## src/rtl/mc_pkg.sv

```systemverilog
// mc_pkg: shared definitions for the multicycle controller.
//   state_t  - FSM state encodings (IF/ID/EX/MEM/WB; codes 5-7 unused)
//   IDX_*    - bit positions of the instructions the controller treats specially
//   iclass_t - instruction class flags produced by mc_instr_class
package mc_pkg;

  typedef enum logic [2:0] {
    S_IF  = 3'd0,
    S_ID  = 3'd1,
    S_EX  = 3'd2,
    S_MEM = 3'd3,
    S_WB  = 3'd4
  } state_t;

  localparam int IDX_JR  = 16;
  localparam int IDX_LW  = 22;
  localparam int IDX_SW  = 23;
  localparam int IDX_BEQ = 24;
  localparam int IDX_BNE = 25;
  localparam int IDX_J   = 29;
  localparam int IDX_JAL = 30;

  typedef struct packed {
    logic is_br;
    logic is_jmp;   // j, jr and jal
    logic is_ld;
    logic is_st;
    logic is_link;  // jal writes the return address
    logic legal;    // exactly one bit of i set
  } iclass_t;

endpackage

```

## src/rtl/mc_instr_class.sv

```systemverilog
// mc_instr_class: combinational decode of the one-hot instruction vector.
//   i   - one-hot decoded instruction
//   cls - class flags; legal is low for zero or multiple bits set
module mc_instr_class
  import mc_pkg::*;
(
  input  logic [31:0] i,
  output iclass_t     cls
);

  always_comb begin
    cls         = '0;
    cls.is_br   = i[IDX_BEQ] | i[IDX_BNE];
    cls.is_jmp  = i[IDX_J] | i[IDX_JR] | i[IDX_JAL];
    cls.is_ld   = i[IDX_LW];
    cls.is_st   = i[IDX_SW];
    cls.is_link = i[IDX_JAL];
    cls.legal   = $onehot(i);
  end

endmodule

```

## src/rtl/mc_controller.sv

```systemverilog
// mc_controller: multicycle CPU control FSM with a retired-instruction counter.
//   clk, rst        - clock, synchronous active-high reset
//   i               - one-hot decoded instruction (valid from ID on)
//   zero            - ALU zero flag (valid in EX)
//   mem_rdy         - shared memory port ready
//   mem_req, dm_r, dm_w - memory request and data read/write qualifiers
//   ir_w, pc_w, pc_br, rf_w - datapath strobes
//   state           - current FSM state
//   illegal         - one-cycle pulse on a non-one-hot instruction in ID
//   retired         - completed instruction count (wraps)
// Strobes are decoded from the current state and inputs in the same cycle,
// since ir_w and the MEM exit must react to mem_rdy without a cycle of delay.
module mc_controller
  import mc_pkg::*;
(
  input  logic        clk,
  input  logic        rst,
  input  logic [31:0] i,
  input  logic        zero,
  input  logic        mem_rdy,
  output logic        mem_req,
  output logic        dm_r,
  output logic        dm_w,
  output logic        ir_w,
  output logic        pc_w,
  output logic        pc_br,
  output logic        rf_w,
  output logic [2:0]  state,
  output logic        illegal,
  output logic [31:0] retired
);

  state_t     st, nxt;
  logic [31:0] retired_q;
  iclass_t    ic;

  mc_instr_class u_cls (.i(i), .cls(ic));

  // Outputs are forced low while rst is high so an in-flight operation is
  // dropped without a PC/RF write or memory access.
  always_comb begin
    nxt     = S_IF;
    mem_req = 1'b0;
    dm_r    = 1'b0;
    dm_w    = 1'b0;
    ir_w    = 1'b0;
    pc_w    = 1'b0;
    pc_br   = 1'b0;
    rf_w    = 1'b0;
    illegal = 1'b0;
    case (st)
      S_IF: begin
        mem_req = ~rst;
        ir_w    = ~rst & mem_rdy;
        nxt     = mem_rdy ? S_ID : S_IF;
      end
      S_ID: begin
        if (!ic.legal) begin
          illegal = ~rst;
          pc_w    = ~rst;
          nxt     = S_IF;
        end else begin
          nxt = S_EX;
        end
      end
      S_EX: begin
        if (ic.is_br) begin
          pc_w  = ~rst;
          pc_br = ~rst & ((i[IDX_BEQ] & zero) | (i[IDX_BNE] & ~zero));
          nxt   = S_IF;
        end else if (ic.is_jmp) begin
          pc_w = ~rst;
          rf_w = ~rst & ic.is_link;
          nxt  = S_IF;
        end else if (ic.is_ld || ic.is_st) begin
          nxt = S_MEM;
        end else begin
          nxt = S_WB;
        end
      end
      S_MEM: begin
        mem_req = ~rst;
        dm_r    = ~rst & i[IDX_LW];
        dm_w    = ~rst & i[IDX_SW];
        if (!mem_rdy)       nxt = S_MEM;
        else if (ic.is_ld)  nxt = S_WB;
        else begin
          pc_w = ~rst;
          nxt  = S_IF;
        end
      end
      S_WB: begin
        rf_w = ~rst;
        pc_w = ~rst;
        nxt  = S_IF;
      end
      default: nxt = S_IF;
    endcase
  end

  always_ff @(posedge clk) begin
    if (rst) begin
      st        <= S_IF;
      retired_q <= '0;
    end else begin
      st <= nxt;
      // Only the illegal-instruction PC bump in ID fails to retire.
      if (pc_w && !illegal) retired_q <= retired_q + 32'd1;
    end
  end

  assign state   = st;
  assign retired = retired_q;

endmodule

```

## config.mk

```make
export PLATFORM = sky130hd
export DESIGN_NAME = mc_controller
export DESIGN_NICKNAME = d
export VERILOG_FILES = /design/src/rtl/mc_pkg.sv /design/src/rtl/mc_instr_class.sv /design/src/rtl/mc_controller.sv
export SDC_FILE = /design/constraint.sdc
export NUM_CORES = 1
export LEC_CHECK = 0
export ABC_AREA = 1
export BUFFER_PORTS_ARGS = -buffer_cell sky130_fd_sc_hd__buf_4
export CAP_MARGIN = 0
export CELL_PAD_IN_SITES_DETAIL_PLACEMENT = 2
export CELL_PAD_IN_SITES_GLOBAL_PLACEMENT = 2
export CORE_MARGIN = 8
export CORE_UTILIZATION = 32
export CTS_CLUSTER_SIZE = 12
export DETAILED_ROUTE_END_ITERATION = 12
export PLACE_DENSITY = 0.95
export SYNTH_ARGS = -nofsm -noshare
export SYNTH_HDL_FRONTEND = slang
export SYNTH_HIERARCHICAL = 1
export SYNTH_SLANG_ARGS = --single-unit
```

## constraint.sdc

```tcl
create_clock -name clk -period 14.4 [get_ports clk]
set_input_delay 1.44 -clock clk [delete_from_list [all_inputs] [get_ports clk]]
set_output_delay 1.44 -clock clk [all_outputs]
set_load 0.01 [all_outputs]
```

**Word level (Yosys, flattened, before mapping)**

Cells that the tools add are included.
Widths: inputs -> output; s select.

- Bits of input ports: 36
- Register bits: 35

- Bitwise gates (word level): 13
- Eq/ne operators: 5
- Multiplexer cells: 24
- Reduce and logical (&&, ||, !) cells: 5
- Add/subtract/negate cells: 32

Operator list:

| operator | count |
|---|---|
| $add 6x6->6 | 15 |
| $add 1x1->2 | 16 |
| $add 32x1->32 const B | 1 |
| $mux 1 | 15 |
| $mux 3 | 5 |
| $pmux 3 s4 | 1 |
| $and 1x1->1 | 7 |
| $eq 3x2->1 const B | 2 |
| $eq 6x1->1 const B | 1 |
| $or 1x1->1 | 4 |
| $pmux 1 s4 | 1 |
| $eq 3x1->1 const B | 1 |
| $eq 3x3->1 const B | 1 |
| $logic_not 3->1 | 1 |
| $mux 2 | 1 |
| $not 1->1 | 2 |
| $pmux 1 s2 | 1 |
| $reduce_or 2->1 | 1 |
| $logic_and 1x1->1 | 1 |
| $logic_not 1->1 | 1 |
| $logic_or 1x1->1 | 1 |

**Logic depth before layout (Yosys ltp)**

Gate-level depths: netlist of run 1.

- Word-level depth: 10
- Mapped depth: 31
- Mapped depth without buffers: 30

**Hierarchy**

Netlist of run 1, hierarchy kept.

Modules (own cells, without submodules):

| module | times used | cells each | seq. area each (um^2) | area an instance (um^2) |
|---|---|---|---|---|
| mc_controller | 1 | 369 | 700.7 | 2,327.2 |
| mc_instr_class | 1 | 129 | 0.0 | 1,092.3 |

**Worst setup path before layout of run 1**

OpenSTA, ideal clock, no wires.

- Path kind: input to output
- From: in i[8]
- To: out pc_w
- Setup slack: 5.851 ns
- Data arrival time: 7.109 ns
- Path buffers: 0
- Cell stages on the path: 25
- Path through: inv_1 -> fa_1 -> fa_1 -> fa_1 -> inv_1 -> ha_1 -> fa_1 -> inv_1 -> fa_1 -> fa_1 -> inv_1 -> fa_1 -> ha_1 -> inv_1 -> fa_1 -> nand2_1 -> nor2_2 -> nand2_1 -> nor2_2 -> nand2_1 -> nor2_2 -> nor2_1 -> nand3_1 -> inv_1 -> or3_2

RTL lines:

| element | RTL line | text |
|---|---|---|
| start, declared | mc_controller.sv:18 | `input logic [31:0] i,` |
| end, declared | mc_controller.sv:25 | `output logic pc_w,` |

==> results of run 1 <==
[path summary, 6_finish.rpt]
path                                               start                  endpoint  slack [ns]  cells after the start
worst min register to register  retired[31]$_SDFFE_PP0P_  retired[31]$_SDFFE_PP0P_        0.54                      2
worst max register to register   retired[2]$_SDFFE_PP0P_  retired[25]$_SDFFE_PP0P_       12.33                      7
worst min-delay path            retired[31]$_SDFFE_PP0P_  retired[31]$_SDFFE_PP0P_        0.54                      2
worst max-delay path                                i[8]                      pc_w        4.92                     27
[registers in the layout, summed over array words and instances, names as in the netlist]
register	flops
state	3
retired	32
[critical path: stages]
cell and delay (ns):
buf_4 0.08, inv_1 0.04, fa_1 0.55, fa_1 0.45, fa_1 0.51, inv_1 0.05, ha_1 0.23, fa_1 0.57
inv_1 0.11, fa_1 0.48, fa_1 0.51, inv_1 0.06, fa_1 0.48, ha_1 0.33, inv_1 0.07, fa_1 0.54
nand2_1 0.07, nor2_2 0.13, nand2_1 0.11, nor2_2 0.11, nand2_1 0.08, nor2_2 0.12, nor2_1 0.06, nand3_1 0.16
inv_1 0.07, or3_2 0.46, buf_4 0.16
[cells by family after synthesis]
group | count (synthesis)
simple gates | 272
buf+inv | 90
fa+ha+maj | 47
compound gates | 38
flops | 35
xor+xnor | 15
mux | 1
[cell type report]
type	instances	area, um^2
tap	136	170
clock buffer	6	72.6
sequential	35	701
fill	1267	6160
timing repair buffer	80	601
inverter	77	292
multi-input combinational	373	2320
clock inverter	2	60.1
[metal layers]
layer / routed length [um] / global-route usage [%] / up-vias / part of all wire, %
li1: - / - / 1667 / -
met1: 5350 / 20.4 / 1787 / 36
met2: 8080 / 40.5 / 85 / 55
met3: 523 / 3.59 / 41 / 3.6
met4: 767 / 11.6 / 0 / 5.2
met5: 0 / 0 / - / 0
[cells in the mapped netlist, drive strengths merged]
cell and n:
o21a 1, a21oi 28, nor3 6, nor2 81, or3 2, buf 10
o21bai 3, nand3b 1, xor2 10, xnor2 5, a22oi 1, nand4 3
nand2 149, and2 1, mux2i 1, clkbuf 3, ha 25, dfxtp 35
fa 22, nand3 29, o21ai 4, a32oi 1, inv 77
[power groups by stage]
stage | combinational, uW | clock, uW | sequential (uW)
after floorplan | 280 | 0 | 102
final | 434 | 111 | 100
after CTS | 432 | 112 | 100
after global routing | 471 | 116 | 100
after detailed placement | 426 | 0 | 102
after global placement | 346 | 0 | 102
[per-stage QoR]
stage / total power [uW] / utilization, % / hold WS (ns)
final: 645 / 40.6 / 0.540
after global routing: 688 / 40.6 / 0.561
after CTS: 644 / 40.6 / 0.540
after detailed placement: 528 / 39.4 / 0.527
after global placement: 448 / 39.4 / 0.493
after floorplan: 383 / - / 0.523
==> results by group, run 1 <==
Synth
  • Synth Area in Adders: 22.0%
  • Main combinational cell family by area after synthesis: simple AND/OR/NAND/NOR gates
  • Yosys top cell area share: 20.5%
  • Mapped Avg Cell Area: 6.87 um^2
  • Yosys warning count: 6
  • Cell variety after synth: 36
  • Post-synth top area cell: dfxtp_1
  • Top post-synthesis cells by area: dfxtp_1 (20%), nand2_1 (15%), fa_1 (13%)
  • Netlist Area Pre-Place: 3420 um^2
  • Share of the yosys chip area belonging to registers: 20.5%
  • Post-Syn Instances: 498
  • Seq cells post-synth: 35
  • Synth Area in XOR/XNOR: 3.84%
  • Synth Net Count: about 580
  • Complex-gate fraction of the synthesized area: 7.57%
  • Mux cell area share after synthesis: less than 1%
  • Simple-Gate Fraction of Synth Area: 34.1%

Die
  • Ports: 79
  • Core ar.: 10400 um^2
  • Die Y: 119 um
  • Die width: between 100 and 150 um
  • Die area: 14300 um^2
  • Initial Util: 33.0%
  • Row count: 37

Timing
  • Endpoints failing setup: 0
  • Final Max Tran Viols: 0
  • Worst-margin pin slew: 0.436 ns
  • Final Cycle Share: 65.8%
  • RSZ-0062 raised after global routing: no
  • Relative slew slack: between 70 and 80%
  • Fin worst setup slack: 4.92 ns
  • Clock period minus worst slack: approximately 9.5 ns
  • Final Hold Viols: 0
  • Setup TNS: 0 ns
  • Clk_skew: roughly 0.008 ns
  • Maximum clock rate: ~110 MHz

Global route
  • Vias in the first global route: roughly 4300
  • Total gr overflow: 0
  • Antenna violations before repair: 0
  • GRT Util Overall: between 20% and 30%
  • First-pass GRT wire length: around 24000 um
  • Largest net degree at the start of global routing: 31

Layout
  • Layout area overhead: 23.2%
  • Cell area after layout: 4210 um^2
  • Most frequent cells in the layout: nand2_1 (135), buf_4 (80), inv_1 (74)
  • Layout net count: 655
  • Cell Count, Final, Fillers Out: 709
  • ANT cells: 0
  • Layout cells sized above 1: 22.9%
  • Most common cell after layout, fill and taps aside: nand2_1

Routing
  • Antenna Nets Post-Route: 0
  • Wire per inst: 20.8 um
  • Vias: roughly 3600
  • Drt first pass iters: 4
  • DRC Markers: 0
  • Vias per cell: 5.05
  • Routed WL: 14700 um
  • Starting DRT DRC Count: around 180

CTS
  • Total CTS buffers: 5
  • Clk pin slew, worst setup/hold paths: approximately 0.07 ns
  • Clk buf depth: 2
  • Root Buffer: clkbuf_8
  • CTS H-Tree Depth: 2
  • Clock latency at the later pin of the worst-skew pair: 0.30 ns
  • Cts hold-fix bufs: 0
  • Setup Buffers After CTS: 0
  • Total clock sinks: 35
  • CTS tree: done
  • Cts repair resizes: 0

Power
  • Pint: 324 uW
  • Clock network power share: 17.2%
  • Leakage: between 0.0015 and 0.002 uW
  • Power Density: between 150 and 200 nW/um^2
  • Comb pwr share: 67.3%
  • Sequential Power Share: 15.5%
  • Net Sw Frac: 49.8%
  • Sw Pwr: ~320 uW
  • Worst VDD drop: 0.202 mV

Placement
  • DP Wirelength: 11800 um
  • Placed Instances: roughly 700
  • Area after DPL: 4080 um^2
  • Number of I/O port buffers: between 70 and 80
  • Post-placement setup slack: 4.93 ns
  • GPL Wtd Cong: 0.788

Setup path
  • Crit path kind: primary input to primary output
  • CP arrival: 8.04 ns
  • Worst endpoint required time: 12.96 ns
  • Element type at the critical path start: primary input
  • Worst setup EP type: primary output
  • Max FO, Critical Path: 3

Flow run
  • Max Cap Violations: 0

Run status
  • Run status: finished clean

Hold path
  • HP Class: flip-flop to flip-flop
No activity file was read; power rests on OpenSTA's default activity.
==> run 2: changes to the inputs <==
--- a/config.mk
+++ b/config.mk
@@ -5,16 +5,16 @@
 export SDC_FILE = /design/constraint.sdc
 export NUM_CORES = 1
 export LEC_CHECK = 0
-export ABC_AREA = 1
+export ABC_AREA = 0
 export BUFFER_PORTS_ARGS = -buffer_cell sky130_fd_sc_hd__buf_4
 export CAP_MARGIN = 0
 export CELL_PAD_IN_SITES_DETAIL_PLACEMENT = 2
 export CELL_PAD_IN_SITES_GLOBAL_PLACEMENT = 2
 export CORE_MARGIN = 8
-export CORE_UTILIZATION = 32
+export CORE_UTILIZATION = 28
 export CTS_CLUSTER_SIZE = 12
 export DETAILED_ROUTE_END_ITERATION = 12
-export PLACE_DENSITY = 0.95
+export PLACE_DENSITY = 0.87
 export SYNTH_ARGS = -nofsm -noshare
 export SYNTH_HDL_FRONTEND = slang
 export SYNTH_HIERARCHICAL = 1
==> constraint.sdc (replaced) <==
create_clock -name clk -period 8.1 [get_ports clk]
set_input_delay 0.81 -clock clk [delete_from_list [all_inputs] [get_ports clk]]
set_output_delay 0.81 -clock clk [all_outputs]
set_load 0.01 [all_outputs]
==> run 2 against run 1 <==
Effect of this change: cell area decreased by 11%; clock-buffer cell count rose by 1; clock skew grew 0.00076 ns; routed wire length decreased by 37%; largest power group unchanged; flip-flop and latch count unchanged; global-route usage shrank 7.5 points; clock power increased by 30%; synthesized cell count decreased by 33%; sequential power up 80%; non-clock buffer count stayed put; register-to-register slack worse by 6.9 ns; largest cell class unchanged; worst hold slack lost 0.019 ns.
==> results by group, run 2 <==
Routing
  • Routed WL: 9240 um (-37%)
  • DRC Markers: 0 (unchanged)
  • Antenna Nets Post-Route: 0 (unchanged)
  • Wire per inst: 17.0 um (-18%)
  • Starting DRT DRC Count: 120 (-34%)
  • Drt first pass iters: 4 (unchanged)
  • Vias per cell: 4.89 (-3.2%)
  • Vias: 2663 (-26%)

Timing
  • WHS: 0.521 ns (-0.0194 ns)
  • Setup TNS: 0 ns (unchanged)
  • Relative slew slack: 56.2% (-15 points)
  • Final Cycle Share: 93.0%
  • Final Hold Viols: 0 (unchanged)
  • RSZ-0062 raised after global routing: no
  • Final Max Tran Viols: 0 (unchanged)
  • Clock period minus worst slack: around 7.5 ns
  • Worst-margin pin slew: 0.656 ns (+0.221 ns)
  • Fin worst setup slack: 0.571 ns (-4.35 ns)
  • Endpoints failing setup: 0 (unchanged)
  • Maximum clock rate: approximately 130 MHz
  • Clk_skew: 0.00876 ns (+0.000761 ns)

Placement
  • DP Wirelength: 7700 um (-35%)
  • GPL Wtd Cong: 0.805 (+2.1%)
  • Number of I/O port buffers: 78 (unchanged)
  • Post-placement setup slack: 0.549 ns (-4.38 ns)
  • Placed Instances: 537 (-23%)

Global route
  • GRT Util Overall: 13.4% (-7.5 points)
  • Total gr overflow: 0 (unchanged)
  • Antenna violations before repair: 0 (unchanged)
  • First-pass GRT wire length: 15600 um (-34%)
  • Largest net degree at the start of global routing: 47 (+52%)
  • Vias in the first global route: 3040 (-30%)

Layout
  • Largest register FFs: 32 (unchanged)
  • Layout cells sized above 1: 24.0% (+1.1 points)
  • Most frequent cells in the layout: buf_4 (80), inv_1 (50), nor2_1 (35), dfxtp_1 (35), ha_1 (25)
  • ANT cells: 0 (unchanged)
  • Layout area overhead: 27.2%
  • Cell Count, Final, Fillers Out: 545 (-23%)
  • Most common cell after layout, fill and taps aside: buf_4
  • Layout net count: 491 (-25%)
  • Filler instances: 1171 (-7.6%)
  • Final core utilization: 36.4% (-4.2 points)

Power
  • Power Density: 254 nW/um^2 (+66%)
  • Pint: 530 uW (+64%)
  • Leakage: 0.00167 uW (-14%)
  • Net Sw Frac: 44.3% (-5.5 points)
  • Clock network power share: 15.2% (-2.0 points)
  • Sw Pwr: 421 uW (+31%)
  • Sequential Power Share: 18.9% (+3.4 points)
  • Comb pwr share: 66.0% (-1.3 points)
  • Worst VDD drop: 0.326 mV (+61%)

Synth
  • Synth Net Count: 419 (-28%)
  • Yosys top cell area share: 23.8% (+3.3 points)
  • Share of the yosys chip area belonging to registers: 23.8% (+3.3 points)
  • Ys flop type: dfxtp_1
  • Mapped Avg Cell Area: 8.76 um^2 (+28%)
  • Async SR Flop Fraction: 0% (unchanged)
  • Number of enable-type register cells in the synthesized netlist: 0 (unchanged)
  • Top post-synthesis cells by area: dfxtp_1 (24%), fa_1 (15%), ha_1 (11%)
  • Most common cell in the netlist: inv_1
  • Netlist Area Pre-Place: 2940 um^2 (-14%)
  • Yosys warning count: 6 (unchanged)
  • Cell variety after synth: 51 (+42%)
  • Post-Syn Instances: 336 (-33%)
  • Post-synth top area cell: dfxtp_1
  • Seq cells post-synth: 35 (unchanged)
  • Post-synth top cells: inv_1 (50), dfxtp_1 (35), nor2_1 (35), ha_1 (25), fa_1 (22)

Die
  • Ports: 79 (unchanged)
  • Die width: 119 um (-0.72%)
  • Die area: 14000 um^2 (-1.4%)
  • Row count: 37 (unchanged)
  • Die Y: 119 um (-0.72%)
  • Core ar.: 10300 um^2 (-0.89%)
  • Initial Util: 28.6% (-4.3 points)

Hold path
  • HP Class: flip-flop to flip-flop
  • Worst hold path depth: 2 (unchanged)
  • Hold path start: retired[30]$_SDFFE_PP0P_
  • Hold Crit Endpoint: retired[30]$_SDFFE_PP0P_

CTS
  • Root Buffer: clkbuf_8
  • CTS tree: done
  • Total CTS buffers: 5 (unchanged)
  • Cts repair resizes: 0 (unchanged)
  • CTS H-Tree Depth: 2 (unchanged)
  • Cts hold-fix bufs: 0 (unchanged)
  • Total clock sinks: 35 (unchanged)
  • Clk buf depth: 2 (unchanged)
  • Setup Buffers After CTS: 0 (unchanged)
  • Clock latency at the later pin of the worst-skew pair: 0.29 ns (about the same)
  • Clk pin slew, worst setup/hold paths: 0.07 ns (about the same)

Setup path
  • Setup slack, reg-to-reg: 5.48 ns (-6.85 ns)
  • Crit-path most repeated cell: fa_1
  • RR Startpoint: state[0]$_SDFF_PP0_
  • Worst R2R Path Depth: 6 (-1)
  • Crit Reg-Reg Endpoint: retired[31]$_SDFFE_PP0P_
  • Max FO, Critical Path: 3 (unchanged)
  • Worst endpoint required time: 7.29 ns (-5.67 ns)
  • CP arrival: 6.72 ns (-1.32 ns)
  • Element type at the critical path start: primary input
  • Slowest CP cell: fa_1
  • Worst setup EP type: primary output
  • CP Launch Point: i[8]
  • Crit path kind: primary input to primary output
  • Critical path's largest stage delay: 0.55 ns (-0.02 ns)
  • CP Cell Sequence: buf_4 > inv_1 > fa_1 > fa_1 > fa_1 > inv_1 > ha_1 > fa_1 > inv_1 > fa_1 > fa_1 > inv_1 > fa_1 > ha_1 > inv_1 > fa_1 > xor2_1 > o2111ai_1 > nor4_2 > o2bb2ai_1 > mux2i_1 > nor2_1 > buf_4

Run status
  • Run status: finished clean

Flow run
  • Max Cap Violations: 0 (unchanged)
==> run 2: changes by cell type after synthesis, moves of 6 or more <==
| cell | change |
|---|---|
| nand2_1 | -122 |
| nor2_1 | -35 |
| inv_1 | -24 |
| nand3_1 | -21 |
| nand2_2 | -14 |
| a21oi_2 | -12 |
| nor2_2 | -10 |
| o21ai_1 | +9 |
| nor2b_1 | +8 |
| o211ai_1 | +7 |
| xor2_1 | +7 |
| o2111ai_1 | +6 |
| or3_1 | +6 |
==> run 2: power groups by stage <==
stage	Combinational [uW]	Clock [uW]	Sequential, uW
after CTS	645	149	180
after global routing	732	155	180
after floorplan	462	0	180
after global placement	560	0	183
after detailed placement	637	0	184
final	628	144	180
==> run 2: metrics by stage <==
step	total power [uW]	instance area (um^2)
2_1_floorplan	642	2940
3_3_place_gp	743	3640
3_5_place_dp	821	3640
4_1_cts	974	3740
5_1_grt	1070	3740
6_report	952	3740
==> run 2: routing by layer <==
layer | wire, um | GRT usage [%]
met1 | 3820 | 15.1
met2 | 5030 | 25.5
met3 | 305 | 2.09
met4 | 85 | 3.32
met5 | 0 | 0
==> run 2: cell type report <==
class | instances | area [um^2] | share of cell area [%]
Clock buffer | 7 | 96.3 | 2.57
Clock inverter | 1 | 7.51 | 0.201
Inverter | 50 | 188 | 5.02
Multi-Input combinational cell | 236 | 1980 | 52.9
Sequential cell | 35 | 701 | 18.7
Tap cell | 136 | 170 | 4.55
Timing Repair Buffer | 80 | 601 | 16.0
==> run 2: cell families after synthesis <==
logic type | after synthesis | share of synthesized area [%]
and+or+nand+nor | 106 | 19.6
muxes | 8 | 2.89
AOI/OAI and AO/OA | 55 | 12.9
adders and majority gates | 47 | 25.6
buffers and inverters | 65 | 9.23
xor gates and xnor gates | 20 | 5.95
DFF | 35 | 23.8
==> run 2: worst max-delay path: cells and delay by family <==
kind / cells / cell delay (ns)
adders and majority gates: 10 / 4.36
buffers and inverters: 7 / 0.51
and+or+nand+nor: 2 / 0.41
AOI/OAI and AO/OA: 2 / 0.28
xor gates and xnor gates: 1 / 0.18
muxes: 1 / 0.15
==> run 2: worst max-delay path by stage <==
stage,endpoint,slack [ns],cells past startpoint
after floorplan,pc_w,1.17,21
after global placement,pc_w,0.80,23
after detailed placement,pc_w,0.55,23
after CTS,pc_w,0.54,23
after global routing,pc_w,0.24,23
final,pc_w,0.57,23
